==> config.mk <==
export PLATFORM = sky130hd
export DESIGN_NAME = nibble_packer_flat
export DESIGN_NICKNAME = d
export VERILOG_FILES = /design/src/rtl/nibble_packer_pkg.sv /design/src/rtl/nibble_packer_if.sv /design/src/rtl/nibble_packer_fifo.sv /design/src/rtl/nibble_packer.sv /design/src/flat_wrapper.sv
export SDC_FILE = /design/constraint.sdc
export NUM_CORES = 1
export LEC_CHECK = 0
export CAP_MARGIN = 5
export CORE_AREA = 2 2 93 59
export CTS_BUF_LIST = sky130_fd_sc_hd__clkbuf_8 sky130_fd_sc_hd__clkbuf_16
export DETAILED_ROUTE_END_ITERATION = 7
export DIE_AREA = 0 0 95 61
export PLACE_DENSITY = 0.75
export SLEW_MARGIN = 20
export SYNTH_ARGS = -nofsm -noshare
export SYNTH_HDL_FRONTEND = slang
export SYNTH_SLANG_ARGS = --single-unit
==> constraint.sdc <==
create_clock -name clock -period 3.5 [get_ports clock]
set_clock_uncertainty 0.05 [all_clocks]
set_input_delay 0.7 -clock clock [delete_from_list [all_inputs] [get_ports clock]]
set_output_delay 0.7 -clock clock [all_outputs]
set_load 0.01 [all_outputs]
==> src/rtl/nibble_packer_pkg.sv <==
`default_nettype none
// ============================================================================
//  Module      : nibble_packer_pkg
//  Description : Shared constants and FSM state type for the nibble packer.
//                NIBBLE_W    - width of one input sample
//                DEF_NIBBLES - default samples per output word
//                DEF_DEPTH   - default output FIFO depth (words)
//  Revision    : 1.0 - initial release
// ============================================================================
package nibble_packer_pkg;

  localparam int NIBBLE_W    = 4;
  localparam int DEF_NIBBLES = 4;
  localparam int DEF_DEPTH   = 2;

  // EMPTY: no nibbles held; FILL: 1..NIBBLES-1 nibbles held
  typedef enum logic [0:0] {
    ST_EMPTY = 1'b0,
    ST_FILL  = 1'b1
  } state_e;

endpackage
`default_nettype wire

==> src/rtl/nibble_packer_if.sv <==
`default_nettype none
// ============================================================================
//  Module      : nibble_packer_if
//  Description : Sample-in / word-out bundle of the nibble packer.
//                data, data_valid, flush       - upstream sample side
//                word, word_count, word_valid,
//                word_ready                    - downstream word handshake
//                overflow                      - sticky word-drop flag
//                master : drives samples, consumes words
//                slave  : the packer itself
//  Revision    : 1.0 - initial release
// ============================================================================
interface nibble_packer_if
  import nibble_packer_pkg::*;
#(
  parameter int NIBBLES = DEF_NIBBLES
) ();

  localparam int WORD_W = NIBBLE_W * NIBBLES;
  localparam int CNT_W  = $clog2(NIBBLES + 1);

  logic [NIBBLE_W-1:0] data;
  logic                data_valid;
  logic                flush;
  logic [WORD_W-1:0]   word;
  logic [CNT_W-1:0]    word_count;
  logic                word_valid;
  logic                word_ready;
  logic                overflow;

  modport master (
    output data, data_valid, flush, word_ready,
    input  word, word_count, word_valid, overflow
  );

  modport slave (
    input  data, data_valid, flush, word_ready,
    output word, word_count, word_valid, overflow
  );

endinterface
`default_nettype wire

==> src/rtl/nibble_packer_fifo.sv <==
`default_nettype none
// ============================================================================
//  Module      : word_fifo
//  Description : Registered FIFO of packed {word_count, word} entries.
//                clock, clear_n  - clock and async active-low reset
//                push_i/push_data_i - write request and entry
//                pop_i           - read request (head advances)
//                pop_data_o      - head entry, zero while empty
//                full_o, empty_o, count_o - occupancy status
//                A push on a full FIFO is only written when a pop frees the
//                head slot on the same edge; otherwise it is discarded.
//  Revision    : 1.0 - initial release
// ============================================================================
module word_fifo #(
  parameter int WIDTH = 19,
  parameter int DEPTH = 2
) (
  input  wire logic                       clock,
  input  wire logic                       clear_n,
  input  wire logic                       push_i,
  input  wire logic [WIDTH-1:0]           push_data_i,
  input  wire logic                       pop_i,
  output logic      [WIDTH-1:0]           pop_data_o,
  output logic                            full_o,
  output logic                            empty_o,
  output logic      [$clog2(DEPTH+1)-1:0] count_o
);

  localparam int PTR_W = $clog2(DEPTH);
  localparam int OCC_W = $clog2(DEPTH + 1);

  logic [WIDTH-1:0] mem_q [DEPTH];
  logic [PTR_W-1:0] wr_ptr_q, wr_ptr_d;
  logic [PTR_W-1:0] rd_ptr_q, rd_ptr_d;
  logic [OCC_W-1:0] count_q, count_d;
  logic             do_write, do_read;

  assign empty_o  = (count_q == '0);
  assign full_o   = (count_q == OCC_W'(DEPTH));
  assign count_o  = count_q;
  assign do_read  = pop_i && !empty_o;
  assign do_write = push_i && (!full_o || do_read);

  // Head is read straight from storage; a word pushed this edge appears
  // only after the edge, so there is no push-to-pop bypass.
  assign pop_data_o = empty_o ? '0 : mem_q[rd_ptr_q];

  always_comb begin
    wr_ptr_d = wr_ptr_q;
    rd_ptr_d = rd_ptr_q;
    count_d  = count_q;
    if (do_write) begin
      wr_ptr_d = (wr_ptr_q == PTR_W'(DEPTH - 1)) ? '0 : wr_ptr_q + PTR_W'(1);
    end
    if (do_read) begin
      rd_ptr_d = (rd_ptr_q == PTR_W'(DEPTH - 1)) ? '0 : rd_ptr_q + PTR_W'(1);
    end
    case ({do_write, do_read})
      2'b10:   count_d = count_q + OCC_W'(1);
      2'b01:   count_d = count_q - OCC_W'(1);
      default: count_d = count_q;
    endcase
  end

  always_ff @(posedge clock or negedge clear_n) begin
    if (!clear_n) begin
      wr_ptr_q <= '0;
      rd_ptr_q <= '0;
      count_q  <= '0;
    end else begin
      wr_ptr_q <= wr_ptr_d;
      rd_ptr_q <= rd_ptr_d;
      count_q  <= count_d;
    end
  end

  always_ff @(posedge clock) begin
    if (do_write) begin
      mem_q[wr_ptr_q] <= push_data_i;
    end
  end

endmodule
`default_nettype wire

==> src/rtl/nibble_packer.sv <==
`default_nettype none
// ============================================================================
//  Module      : nibble_packer
//  Description : Packs 4-bit samples LSB-first into NIBBLES-wide words and
//                queues them in a DEPTH-entry output FIFO.
//                clock   - rising-edge clock
//                clear_n - asynchronous active-low reset
//                bus     - nibble_packer_if slave: sample input, word
//                          handshake output and sticky overflow flag
//  Revision    : 1.0 - initial release
// ============================================================================
module nibble_packer
  import nibble_packer_pkg::*;
#(
  parameter int NIBBLES = DEF_NIBBLES,
  parameter int DEPTH   = DEF_DEPTH
) (
  input wire logic        clock,
  input wire logic        clear_n,
  nibble_packer_if.slave  bus
);

  localparam int WORD_W  = NIBBLE_W * NIBBLES;
  localparam int CNT_W   = $clog2(NIBBLES + 1);
  localparam int ENTRY_W = CNT_W + WORD_W;
  localparam int OCC_W   = $clog2(DEPTH + 1);

  state_e              state_q, state_d;
  logic [CNT_W-1:0]    count_q, count_d;
  logic [WORD_W-1:0]   acc_q, acc_d;
  logic                overflow_q, overflow_d;

  logic [WORD_W-1:0]   acc_next;
  logic [CNT_W-1:0]    cnt_next;
  logic                push;
  logic                pop;
  logic                fifo_full;
  logic                fifo_empty;
  logic [OCC_W-1:0]    fifo_count;
  logic [ENTRY_W-1:0]  fifo_head;

  always_comb begin
    acc_next   = acc_q;
    cnt_next   = count_q;
    state_d    = state_q;
    acc_d      = acc_q;
    count_d    = count_q;
    push       = 1'b0;

    // The incoming nibble is merged before the push decision so that a
    // flush on the same edge emits a word that already contains it.
    if (bus.data_valid) begin
      for (int k = 0; k < NIBBLES; k++) begin
        if (count_q == CNT_W'(k)) begin
          acc_next[k*NIBBLE_W +: NIBBLE_W] = bus.data;
        end
      end
      cnt_next = count_q + CNT_W'(1);
    end

    push = (cnt_next == CNT_W'(NIBBLES)) ||
           (bus.flush && ((state_q == ST_FILL) || bus.data_valid));

    if (push) begin
      // Cleared even when the FIFO drops the word.
      acc_d   = '0;
      count_d = '0;
      state_d = ST_EMPTY;
    end else begin
      acc_d   = acc_next;
      count_d = cnt_next;
      state_d = (cnt_next == '0) ? ST_EMPTY : ST_FILL;
    end
  end

  assign pop        = bus.word_ready && (fifo_count != '0);
  assign overflow_d = overflow_q || (push && fifo_full && !pop);

  always_ff @(posedge clock or negedge clear_n) begin
    if (!clear_n) begin
      state_q    <= ST_EMPTY;
      count_q    <= '0;
      acc_q      <= '0;
      overflow_q <= 1'b0;
    end else begin
      state_q    <= state_d;
      count_q    <= count_d;
      acc_q      <= acc_d;
      overflow_q <= overflow_d;
    end
  end

  word_fifo #(
    .WIDTH (ENTRY_W),
    .DEPTH (DEPTH)
  ) u_word_fifo (
    .clock       (clock),
    .clear_n     (clear_n),
    .push_i      (push),
    .push_data_i ({cnt_next, acc_next}),
    .pop_i       (pop),
    .pop_data_o  (fifo_head),
    .full_o      (fifo_full),
    .empty_o     (fifo_empty),
    .count_o     (fifo_count)
  );

  assign bus.word       = fifo_head[WORD_W-1:0];
  assign bus.word_count = fifo_head[WORD_W +: CNT_W];
  assign bus.word_valid = !fifo_empty;
  assign bus.overflow   = overflow_q;

endmodule
`default_nettype wire

==> src/flat_wrapper.sv <==
// flat-port wrapper written by rule: the top's interface ports become plain ports
module nibble_packer_flat import nibble_packer_pkg::*;
#(
  parameter int NIBBLES = DEF_NIBBLES,
  parameter int DEPTH   = DEF_DEPTH
)
  (clock, clear_n, bus_data, bus_data_valid, bus_flush, bus_word_ready, bus_word, bus_word_count, bus_word_valid, bus_overflow);
  nibble_packer_if #(.NIBBLES(NIBBLES)) bus_i ();
  input wire logic clock;
  input wire logic clear_n;
  input wire logic [$bits(bus_i.data)-1:0] bus_data;
  input wire logic [$bits(bus_i.data_valid)-1:0] bus_data_valid;
  input wire logic [$bits(bus_i.flush)-1:0] bus_flush;
  input wire logic [$bits(bus_i.word_ready)-1:0] bus_word_ready;
  output wire logic [$bits(bus_i.word)-1:0] bus_word;
  output wire logic [$bits(bus_i.word_count)-1:0] bus_word_count;
  output wire logic [$bits(bus_i.word_valid)-1:0] bus_word_valid;
  output wire logic [$bits(bus_i.overflow)-1:0] bus_overflow;
  assign bus_i.data = bus_data;
  assign bus_i.data_valid = bus_data_valid;
  assign bus_i.flush = bus_flush;
  assign bus_i.word_ready = bus_word_ready;
  assign bus_word = bus_i.word;
  assign bus_word_count = bus_i.word_count;
  assign bus_word_valid = bus_i.word_valid;
  assign bus_overflow = bus_i.overflow;
  nibble_packer #(.NIBBLES(NIBBLES), .DEPTH(DEPTH)) u_core (.clock(clock), .clear_n(clear_n), .bus(bus_i));
endmodule
==> metrics.txt, run 1 <==
status=complete, no violations; pwr dens=886 nW/um^2; post-route ant nets=0; sequential area share after synthesis=0.664; critical path arrival=2.19 ns; Primary FF master, synth=edfxtp_1; Initial DRT Pass Iterations=4; fin nets=239; kind of critical path=reg2out; Post-synth ARST share=0.397; Syn Area/Cell=14.4 um^2; sequential share of power=0.431; Site Rows=20; Final Cycle Share=0.840; GRT overflow=0; ratio of cells with drive above 1 in the final layout=0.162; Sum Neg Setup Slack=0 ns; Pint=1.92 mW; Synth Register Bits=63; vias in the first global route=1,538; Hold Buf Count CTS=0; port bufs=29; Core Region=4930 um^2; routed length per placed instance=15.5 um; setup repair bufs after CTS=0; syn nets=200; Total Power=2.83 mW; Num CTS Buffers=9; GPL Wtd Cong=0.812; synth unique cells=22; number of flops mapped to enable cells by yosys=38; WP data required=2.75 ns; ANT cells=0; worst skew pair latency=0.33 ns; highest-count cells in the layout ignoring fill and taps=edfxtp_1 (38), clkdlybuf4s50_1 (29), dfrtp_1 (25), nor2_1 (24), nor2b_1 (21); clock network fraction of design power=0.175; height of the die=61 um; die area=5800 um^2; most common cell after layout, fill and taps aside=edfxtp_1; I/O Pins=30; post_cts resized=0; RSZ-0062 raised after global routing=false; Die Width=95 um; Syn-to-layout area delta=20.2%; Worst setup EP type=output port; startpoint types=register; fin. max-slew vios=0; CTS max path bufs=2; clk sinks=63; Psw=0.911 mW; Slew HR=0.538; vias per inst=5.17; Sw Share=0.321; largest net degree at the start of global routing=26; initial antenna violation count=0; DR iter-0 viols=93; final hold violation count=0; DRC=0; final wirelength=4570 um; first-pass GRT wire length=7400 um; post-layout minimum cycle time=2.94 ns; VDD IR max=451 uV; power share of the combinational group=0.395; setup violators final=0; max-capacitance violation count=0; Ys Warns=0; worst slew pin tran=0.693 ns; H-Tree Depth=3; HPWL Detailed=3160 um; Leak=1.34 nW; synthesized area=2660 um^2; Crit Path Max Fanout=13; starting density of the core=0.540; Reg clk slew, reported paths=0.06 ns; Achievable Freq=340 MHz; CTS tree=built; via count=1,524; clock root buffer master=clkbuf_8; Hold WC Path Type=reg2reg; GRT Util Overall=0.184; Syn Inst Count=185
registers in the layout, summed over array words and instances (netlist names):
name,cells
u_core.bus.overflow,1
u_core.acc_q,16
u_core.count_q,3
u_core.u_word_fifo.wr_ptr_q,1
u_core.state_q,1
u_core.u_word_fifo.rd_ptr_q,1
u_core.u_word_fifo.count_o,2
u_core.u_word_fifo.mem_q,38
cell usage after synthesis (2+ instances only):
cell	number	area (um^2)
xnor2_1	3	26.3
mux2i_1	20	200
edfxtp_1	38	1140
nor2_1	24	90.1
clkbuf_1	2	7.51
xor2_1	3	26.3
nand2_1	9	33.8
dfrtp_1	25	626
and3_1	2	12.5
mux2_2	16	180
inv_1	4	15.0
ha_1	6	75.1
nor2b_1	21	131
buf_2	4	20.0
final timing paths:
check                                            startpoint  slack, ns  cells after the start                              end
worst max-delay path            u_core.u_word_fifo.rd_ptr_q       0.56                      4                      bus_word[0]
worst min-delay path            u_core.u_word_fifo.wr_ptr_q       0.46                      1      u_core.u_word_fifo.wr_ptr_q
worst max register to register            u_core.count_q[0]       0.97                      7  u_core.u_word_fifo.mem_q[1][16]
worst min register to register  u_core.u_word_fifo.wr_ptr_q       0.46                      1      u_core.u_word_fifo.wr_ptr_q
max in group asynchronous                           clear_n       2.47                      2      u_core.u_word_fifo.rd_ptr_q
min in group asynchronous                           clear_n       0.68                      2                 u_core.acc_q[10]
layer usage:
| metal | global-route usage | vias up | wire length (um) |
|---|---|---|---|
| met4 | 0.0766 | 0 | 72 |
| met3 | 0.0683 | 8 | 172 |
| met2 | 0.293 | 30 | 2170 |
| met1 | 0.232 | 765 | 2160 |
| li1 | - | 721 | - |
| met5 | 0 | - | 0 |
final cells by class:
class                           instances  area (um^2)
Sequential cell                        63         1770
Fill cell                             356         1730
Multi-Input combinational cell        111          842
Timing Repair Buffer                   35          335
Clock buffer                            9          124
Tap cell                               66         82.6
Clock inverter                          7         33.8
Inverter                                4         15.0
power groups by stage:
stage	Clock (mW)	Combinational [mW]	Sequential [mW]
6_report	0.495	1.12	1.22
5_1_grt	0.536	1.22	1.25
4_1_cts	0.509	1.13	1.22
3_5_place_dp	0	1.12	1.24
3_3_place_gp	0	1.09	1.22
2_1_floorplan	0	0.701	1.18
worst max-delay path, cell delays in order (launching register included):
cell and delay (ns):
dfrtp_1 0.79, buf_4 0.31, mux2i_1 0.22, nor2_1 0.06
clkdlybuf4s50_1 0.48
cell families after synthesis:
group | Yosys count | share of synthesized area
buffers and inverters | 11 | 0.0202
adder cells (fa/ha/maj) | 6 | 0.0282
flip-flops | 63 | 0.664
AO/OA/AOI/OAI | 5 | 0.0183
AND/OR/NAND/NOR | 58 | 0.107
multiplexers | 36 | 0.143
XOR/XNOR | 6 | 0.0197
per-stage QoR:
step / worst slack (ns) / utilization / cells / cell area, um^2 / hold WS, ns
detailed placement: 0.340 / 0.617 / 279 / 3040 / 0.426
finish: 0.559 / 0.649 / 295 / 3200 / 0.457
global placement: 0.446 / 0.617 / 279 / 3040 / 0.414
global route: 0.437 / 0.649 / 295 / 3200 / 0.487
CTS: 0.509 / 0.649 / 295 / 3200 / 0.445
floorplan: 0.661 / - / 185 / 2660 / 0.354
Power figures use the tool's default switching activity.
==> run 2, diff against run 1 <==
==> constraint.sdc (replaced) <==
create_clock -name clock -period 2.75 [get_ports clock]
set_clock_uncertainty 0.05 [all_clocks]
set_input_delay 0.55 -clock clock [delete_from_list [all_inputs] [get_ports clock]]
set_output_delay 0.55 -clock clock [all_outputs]
set_load 0.01 [all_outputs]
==> metrics.txt, run 2 (synthesis gave the netlist of run 1 again) <==
status=complete, no violations (unchanged); clk sinks=63 (unchanged); cell count of the worst reg-to-reg path=9 (was 7); RSZ-0062 raised after global routing=false (unchanged); GPL Wtd Cong=0.876 (was 0.812); via count=1,522 (was 1,524); Pint=2.50 mW (was 1.92 mW); Sum Neg Setup Slack=0 ns (unchanged); routed length per placed instance=15.7 um (was 15.5 um); Site Rows=20 (unchanged); DRC=0 (unchanged); startpoint types=register (unchanged); GRT Util Overall=0.191 (was 0.184); sequential share of power=0.406 (was 0.431); worst skew pair latency=0.34 ns (was 0.33 ns); Leak=1.36 nW (was 1.34 nW); first-pass GRT wire length=7530 um (was 7400 um); VDD IR max=557 uV (was 451 uV); Hold Path Depth=1 (unchanged); Sw Share=0.325 (was 0.321); most common cell after layout, fill and taps aside=edfxtp_1 (unchanged); Syn-to-layout area delta=22.6% (was 20.2%); Core Region=4930 um^2 (unchanged); fin. max-slew vios=0 (unchanged); Final Cycle Share=0.849; Hold Path End=u_core.bus.overflow (was u_core.u_word_fifo.wr_ptr_q); ANT cells=0 (unchanged); WP data required=2.15 ns (was 2.75 ns); critical path arrival=1.74 ns (was 2.19 ns); clock root buffer master=clkbuf_8 (unchanged); max-capacitance violation count=0 (unchanged); power share of the combinational group=0.411 (was 0.395); Crit Reg-Reg Startpoint=u_core.count_q[0] (unchanged); hold_sp=u_core.bus.overflow (was u_core.u_word_fifo.wr_ptr_q); Largest Register=u_core.u_word_fifo.mem_q (unchanged); post-layout minimum cycle time=2.34 ns; final wirelength=4670 um (was 4570 um); Worst setup EP type=output port (unchanged); CTS tree=built (unchanged); GRT overflow=0 (unchanged); largest net degree at the start of global routing=26 (unchanged); Die Width=95 um (unchanged); fin nets=242 (was 239); Largest register FFs=38 (unchanged); non-filler cells, final=298 (was 295); worst slew pin tran=0.339 ns (was 0.693 ns); clock network fraction of design power=0.183 (was 0.175); reg-to-reg setup timing slack=0.41 ns (was 0.97 ns); kind of critical path=reg2out (unchanged); setup repair bufs after CTS=0 (unchanged); H-Tree Depth=3 (unchanged); fillers=349 (was 356); final hold violation count=0 (unchanged); I/O Pins=30 (unchanged); setup violators final=0 (unchanged); Hold Buf Count CTS=0 (unchanged); starting density of the core=0.540 (unchanged); HPWL Detailed=3270 um (was 3160 um); Hold WC Path Type=reg2reg (unchanged); height of the die=61 um (unchanged); Crit Path Max Fanout=21 (was 13); DR iter-0 viols=80 (was 93); top flop regs=u_core.u_word_fifo.mem_q x38, u_core.acc_q x16, u_core.count_q x3 (unchanged); Slew HR=0.772 (was 0.538); Initial DRT Pass Iterations=4 (unchanged); port bufs=29 (unchanged); pwr dens=1140 nW/um^2 (was 886 nW/um^2); Achievable Freq=428 MHz; Reg2Reg Capture Point=u_core.u_word_fifo.count_o[1] (was u_core.u_word_fifo.mem_q[1][16]); fin util=0.662 (was 0.649); highest-count cells in the layout ignoring fill and taps=edfxtp_1 (38), clkdlybuf4s50_1 (29), dfrtp_1 (25), nor2_1 (24), nor2b_1 (21) (unchanged); CTS max path bufs=2 (unchanged); vias in the first global route=1,509 (was 1,538); Reg clk slew, reported paths=0.07 ns (was 0.06 ns); post_cts resized=0 (unchanged); initial antenna violation count=0 (unchanged); dpl cells=282 (was 279); vias per inst=5.11 (was 5.17); Psw=1.20 mW (was 0.911 mW); die area=5800 um^2 (unchanged); ratio of cells with drive above 1 in the final layout=0.185 (was 0.162); post-route ant nets=0 (unchanged); Num CTS Buffers=9 (unchanged)
==> run 2: layer usage <==
metal | track usage | routed length, um | up-vias
li1 | - | - | 724
met1 | 0.228 | 2040 | 746
met2 | 0.313 | 2300 | 48
met3 | 0.0820 | 296 | 4
met4 | 0.0745 | 33 | 0
met5 | 0 | 0 | -
==> run 2: power by group through the flow <==
stage | logic [mW] | registers (mW) | clock network, mW
floorplan | 0.892 | 1.50 | 0
global placement | 1.48 | 1.51 | 0
detailed placement | 1.53 | 1.53 | 0
CTS | 1.54 | 1.51 | 0.700
global route | 1.66 | 1.54 | 0.743
finish | 1.52 | 1.51 | 0.678
==> run 2: worst max path at each step <==
stage,end,depth (start not counted),start,slack (ns)
after global placement,u_core.u_word_fifo.count_o[1],7,bus_data_valid,0.30
after CTS,bus_word_count[0],4,u_core.u_word_fifo.count_o[0],0.39
after global routing,u_core.u_word_fifo.count_o[1],9,u_core.count_q[0],0.23
after detailed placement,u_core.u_word_fifo.count_o[1],7,bus_data_valid,0.20
after floorplan,u_core.u_word_fifo.mem_q[0][0],5,bus_data_valid,0.06
final,bus_word_count[0],4,u_core.u_word_fifo.count_o[0],0.41
==> run 2: cell type report <==
| type | count | area (um^2) | share of cell area |
|---|---|---|---|
| Clock inverter | 7 | 50.0 | 0.0153 |
| Tap cell | 66 | 82.6 | 0.0253 |
| Timing Repair Buffer | 38 | 383 | 0.117 |
| Sequential cell | 63 | 1770 | 0.541 |
| Inverter | 4 | 15.0 | 0.00460 |
| Clock buffer | 9 | 124 | 0.0380 |
| Multi-Input combinational cell | 111 | 842 | 0.258 |
==> run 2: critical path: stages, from the launching register on <==
cell             delay [ns]
dfrtp_1                0.41
nor2_1                 0.06
buf_4                  0.21
nor2_1                 0.16
clkdlybuf4s50_1        0.56
==> run 2: per-stage QoR <==
step / worst slack [ns] / cell area, um^2 / power (mW) / hold slack (ns)
after floorplan: 0.0610 / 2660 / 2.39 / 0.204
after global placement: 0.300 / 3090 / 2.99 / 0.407
after detailed placement: 0.203 / 3090 / 3.06 / 0.423
after CTS: 0.388 / 3260 / 3.75 / 0.453
after global routing: 0.230 / 3260 / 3.94 / 0.471
final: 0.414 / 3260 / 3.71 / 0.442
==> run 3, diff against run 2 <==
--- a/config.mk
+++ b/config.mk
@@ -6,11 +6,11 @@
 export NUM_CORES = 1
 export LEC_CHECK = 0
 export CAP_MARGIN = 5
-export CORE_AREA = 2 2 93 59
+export CORE_AREA = 2 2 98 62
 export CTS_BUF_LIST = sky130_fd_sc_hd__clkbuf_8 sky130_fd_sc_hd__clkbuf_16
 export DETAILED_ROUTE_END_ITERATION = 7
-export DIE_AREA = 0 0 95 61
-export PLACE_DENSITY = 0.75
+export DIE_AREA = 0 0 100 64
+export PLACE_DENSITY = 0.71
 export SLEW_MARGIN = 20
 export SYNTH_ARGS = -nofsm -noshare
 export SYNTH_HDL_FRONTEND = slang
==> constraint.sdc (replaced) <==
create_clock -name clock -period 1.97 [get_ports clock]
set_clock_uncertainty 0.05 [all_clocks]
set_input_delay 0.394 -clock clock [delete_from_list [all_inputs] [get_ports clock]]
set_output_delay 0.394 -clock clock [all_outputs]
set_load 0.01 [all_outputs]
==> metrics.txt, run 3 (synthesis gave the netlist of run 1 again) <==
DR iter-0 viols=66 (was 80); worst setup margin=-0.0210 ns (was 0.414 ns); ANT cells=0 (unchanged); Site Rows=21 (was 20); most common cell after layout, fill and taps aside=edfxtp_1 (unchanged); Core Region=5470 um^2 (was 4930 um^2); critical path arrival=2.21 ns (was 1.74 ns); startpoint types=register (unchanged); status=complete, but fails checks (was complete, no violations); Num CTS Buffers=9 (unchanged); GRT Util Overall=0.179 (was 0.191); first-pass GRT wire length=8250 um (was 7530 um); Worst setup EP type=register (was output port); non-filler cells, final=328 (was 298); VDD IR max=916 uV (was 557 uV); via count=1,632 (was 1,522); top flop regs=u_core.u_word_fifo.mem_q x38, u_core.acc_q x16, u_core.count_q x3 (unchanged); RSZ-0062 raised after global routing=true (was false); clock root buffer master=clkbuf_8 (unchanged); Crit Path Max Fanout=4 (was 21); Largest Register=u_core.u_word_fifo.mem_q (unchanged); post-route ant nets=0 (unchanged); failing checks=negative setup slack; Finished Cell Area=3630 um^2 (was 3260 um^2); DRC=0 (unchanged); fillers=392 (was 349); pwr dens=1620 nW/um^2 (was 1140 nW/um^2); Initial DRT Pass Iterations=4 (unchanged); port bufs=29 (unchanged); Crit Reg-Reg Startpoint=u_core.count_q[1] (was u_core.count_q[0]); post-layout minimum cycle time=1.99 ns; Leak=1.55 nW (was 1.36 nW); starting density of the core=0.487 (was 0.540); largest net degree at the start of global routing=26 (unchanged); worst skew pair latency=0.34 ns (about the same); CTS tree=built (unchanged); vias per inst=4.98 (was 5.11); GRT overflow=0 (unchanged); final wirelength=5290 um (was 4670 um); final hold violation count=0 (unchanged); fin nets=269 (was 242); Hold WC Path Type=in2async (was reg2reg); CP Launch Point=u_core.count_q[1] (was u_core.u_word_fifo.count_o[0]); ratio of cells with drive above 1 in the final layout=0.398 (was 0.185); HPWL Detailed=3130 um (was 3270 um); max-capacitance violation count=0 (unchanged); worst slew pin tran=0.345 ns (was 0.339 ns); initial antenna violation count=0 (unchanged); Final Cycle Share=1.01; vias in the first global route=1,625 (was 1,509); fin. max-slew vios=0 (unchanged); dpl cells=293 (was 282); Syn-to-layout area delta=36.3% (was 22.6%); Placed Area=3180 um^2 (was 3090 um^2); highest-count cells in the layout ignoring fill and taps=edfxtp_1 (38), buf_4 (24), dfrtp_1 (22), nor2_1 (21), nor2b_1 (20) (was edfxtp_1 (38), clkdlybuf4s50_1 (29), dfrtp_1 (25), nor2_1 (24), nor2b_1 (21)); Slew HR=0.770 (was 0.772); setup violators final=26 (was 0); GPL Wtd Cong=0.772 (was 0.876); Die Width=100 um (was 95 um); clk sinks=63 (unchanged); die area=6400 um^2 (was 5800 um^2); Achievable Freq=502 MHz; Min Hold Slack=0.370 ns (was 0.442 ns); CTS max path bufs=2 (unchanged); WP data required=2.19 ns (was 2.15 ns); I/O Pins=30 (unchanged); height of the die=64 um (was 61 um); H-Tree Depth=3 (unchanged); Largest register FFs=38 (unchanged); routed length per placed instance=16.1 um (was 15.7 um); Reg clk slew, reported paths=0.07 ns (about the same); kind of critical path=reg2reg (was reg2out)
[run 3: changes by cell type in the layout (fill, tap and decap cells not counted), sizes merged]
cell | before | now
clkdlybuf4s15 | 0 | 6
clkdlybuf4s50 | 29 | 9
clkinv | 4 | 3
dlymetal6s2s | 0 | 1
buf | 9 | 37
bufinv | 0 | 1
clkbuf | 9 | 21
[run 3: cell type report]
class / instances / area [um^2] / share of cell area
clock inverters: 7 / 73.8 / 0.0203
flip-flops and latches: 63 / 1770 / 0.488
inverters: 4 / 17.5 / 0.00483
repair buffers: 65 / 609 / 0.168
multi-input cells: 111 / 947 / 0.261
well taps: 69 / 86.3 / 0.0238
clock buffers: 9 / 124 / 0.0341
[run 3: power by group]
part,switching [mW],total (mW),internal (mW)
logic,1.22,2.64,1.42
clock network,0.508,1.09,0.582
registers,0.190,2.14,1.95
[run 3: per-stage QoR]
stage                     worst slack [ns]  setup TNS (ns)  utilization  power, mW
after floorplan                    -0.0602           -1.38            -       3.38
after CTS                          -0.0405         -0.0422        0.637       5.50
after detailed placement            -0.341          -18.87        0.582       4.37
final                              -0.0210          -0.260        0.664       5.88
after global placement              -0.312          -16.27        0.582       4.32
after global routing                -0.129           -2.34        0.664       6.23
[run 3: worst max-delay path: stages, from the launching register on]
cell     delay (ns)
dfrtp_2        0.47
buf_6          0.14
or3_4          0.37
a31oi_4        0.25
nand2_4        0.10
ha_4           0.18
xnor2_2        0.12
nor2_1         0.11
xor2_1         0.14
[run 3: path summary, 6_finish.rpt]
kind / depth (start not counted) / slack [ns] / endpoint
min reg2reg: 1 / 0.42 / u_core.bus.overflow
min in group clock: 1 / 0.42 / u_core.bus.overflow
max in group asynchronous: 2 / 1.22 / u_core.count_q[1]
max reg2reg: 8 / -0.02 / u_core.u_word_fifo.count_o[1]
max: 8 / -0.02 / u_core.u_word_fifo.count_o[1]
min: 2 / 0.37 / u_core.u_word_fifo.count_o[0]
[run 3: timing repair]
action	in CTS	in global routing
gates resized for setup	31	52
setup endpoints to repair	60	57
pin swaps	7	8
hold buffers	0	0
buffers inserted	8	9
cloned	0	2
[run 3: metal layers]
layer / vias to the layer above / routed length, um / track usage
met4: 0 / 87 / 0.0719
met3: 8 / 164 / 0.0525
li1: 783 / - / -
met1: 811 / 2620 / 0.247
met5: - / 0 / 0
met2: 30 / 2420 / 0.269
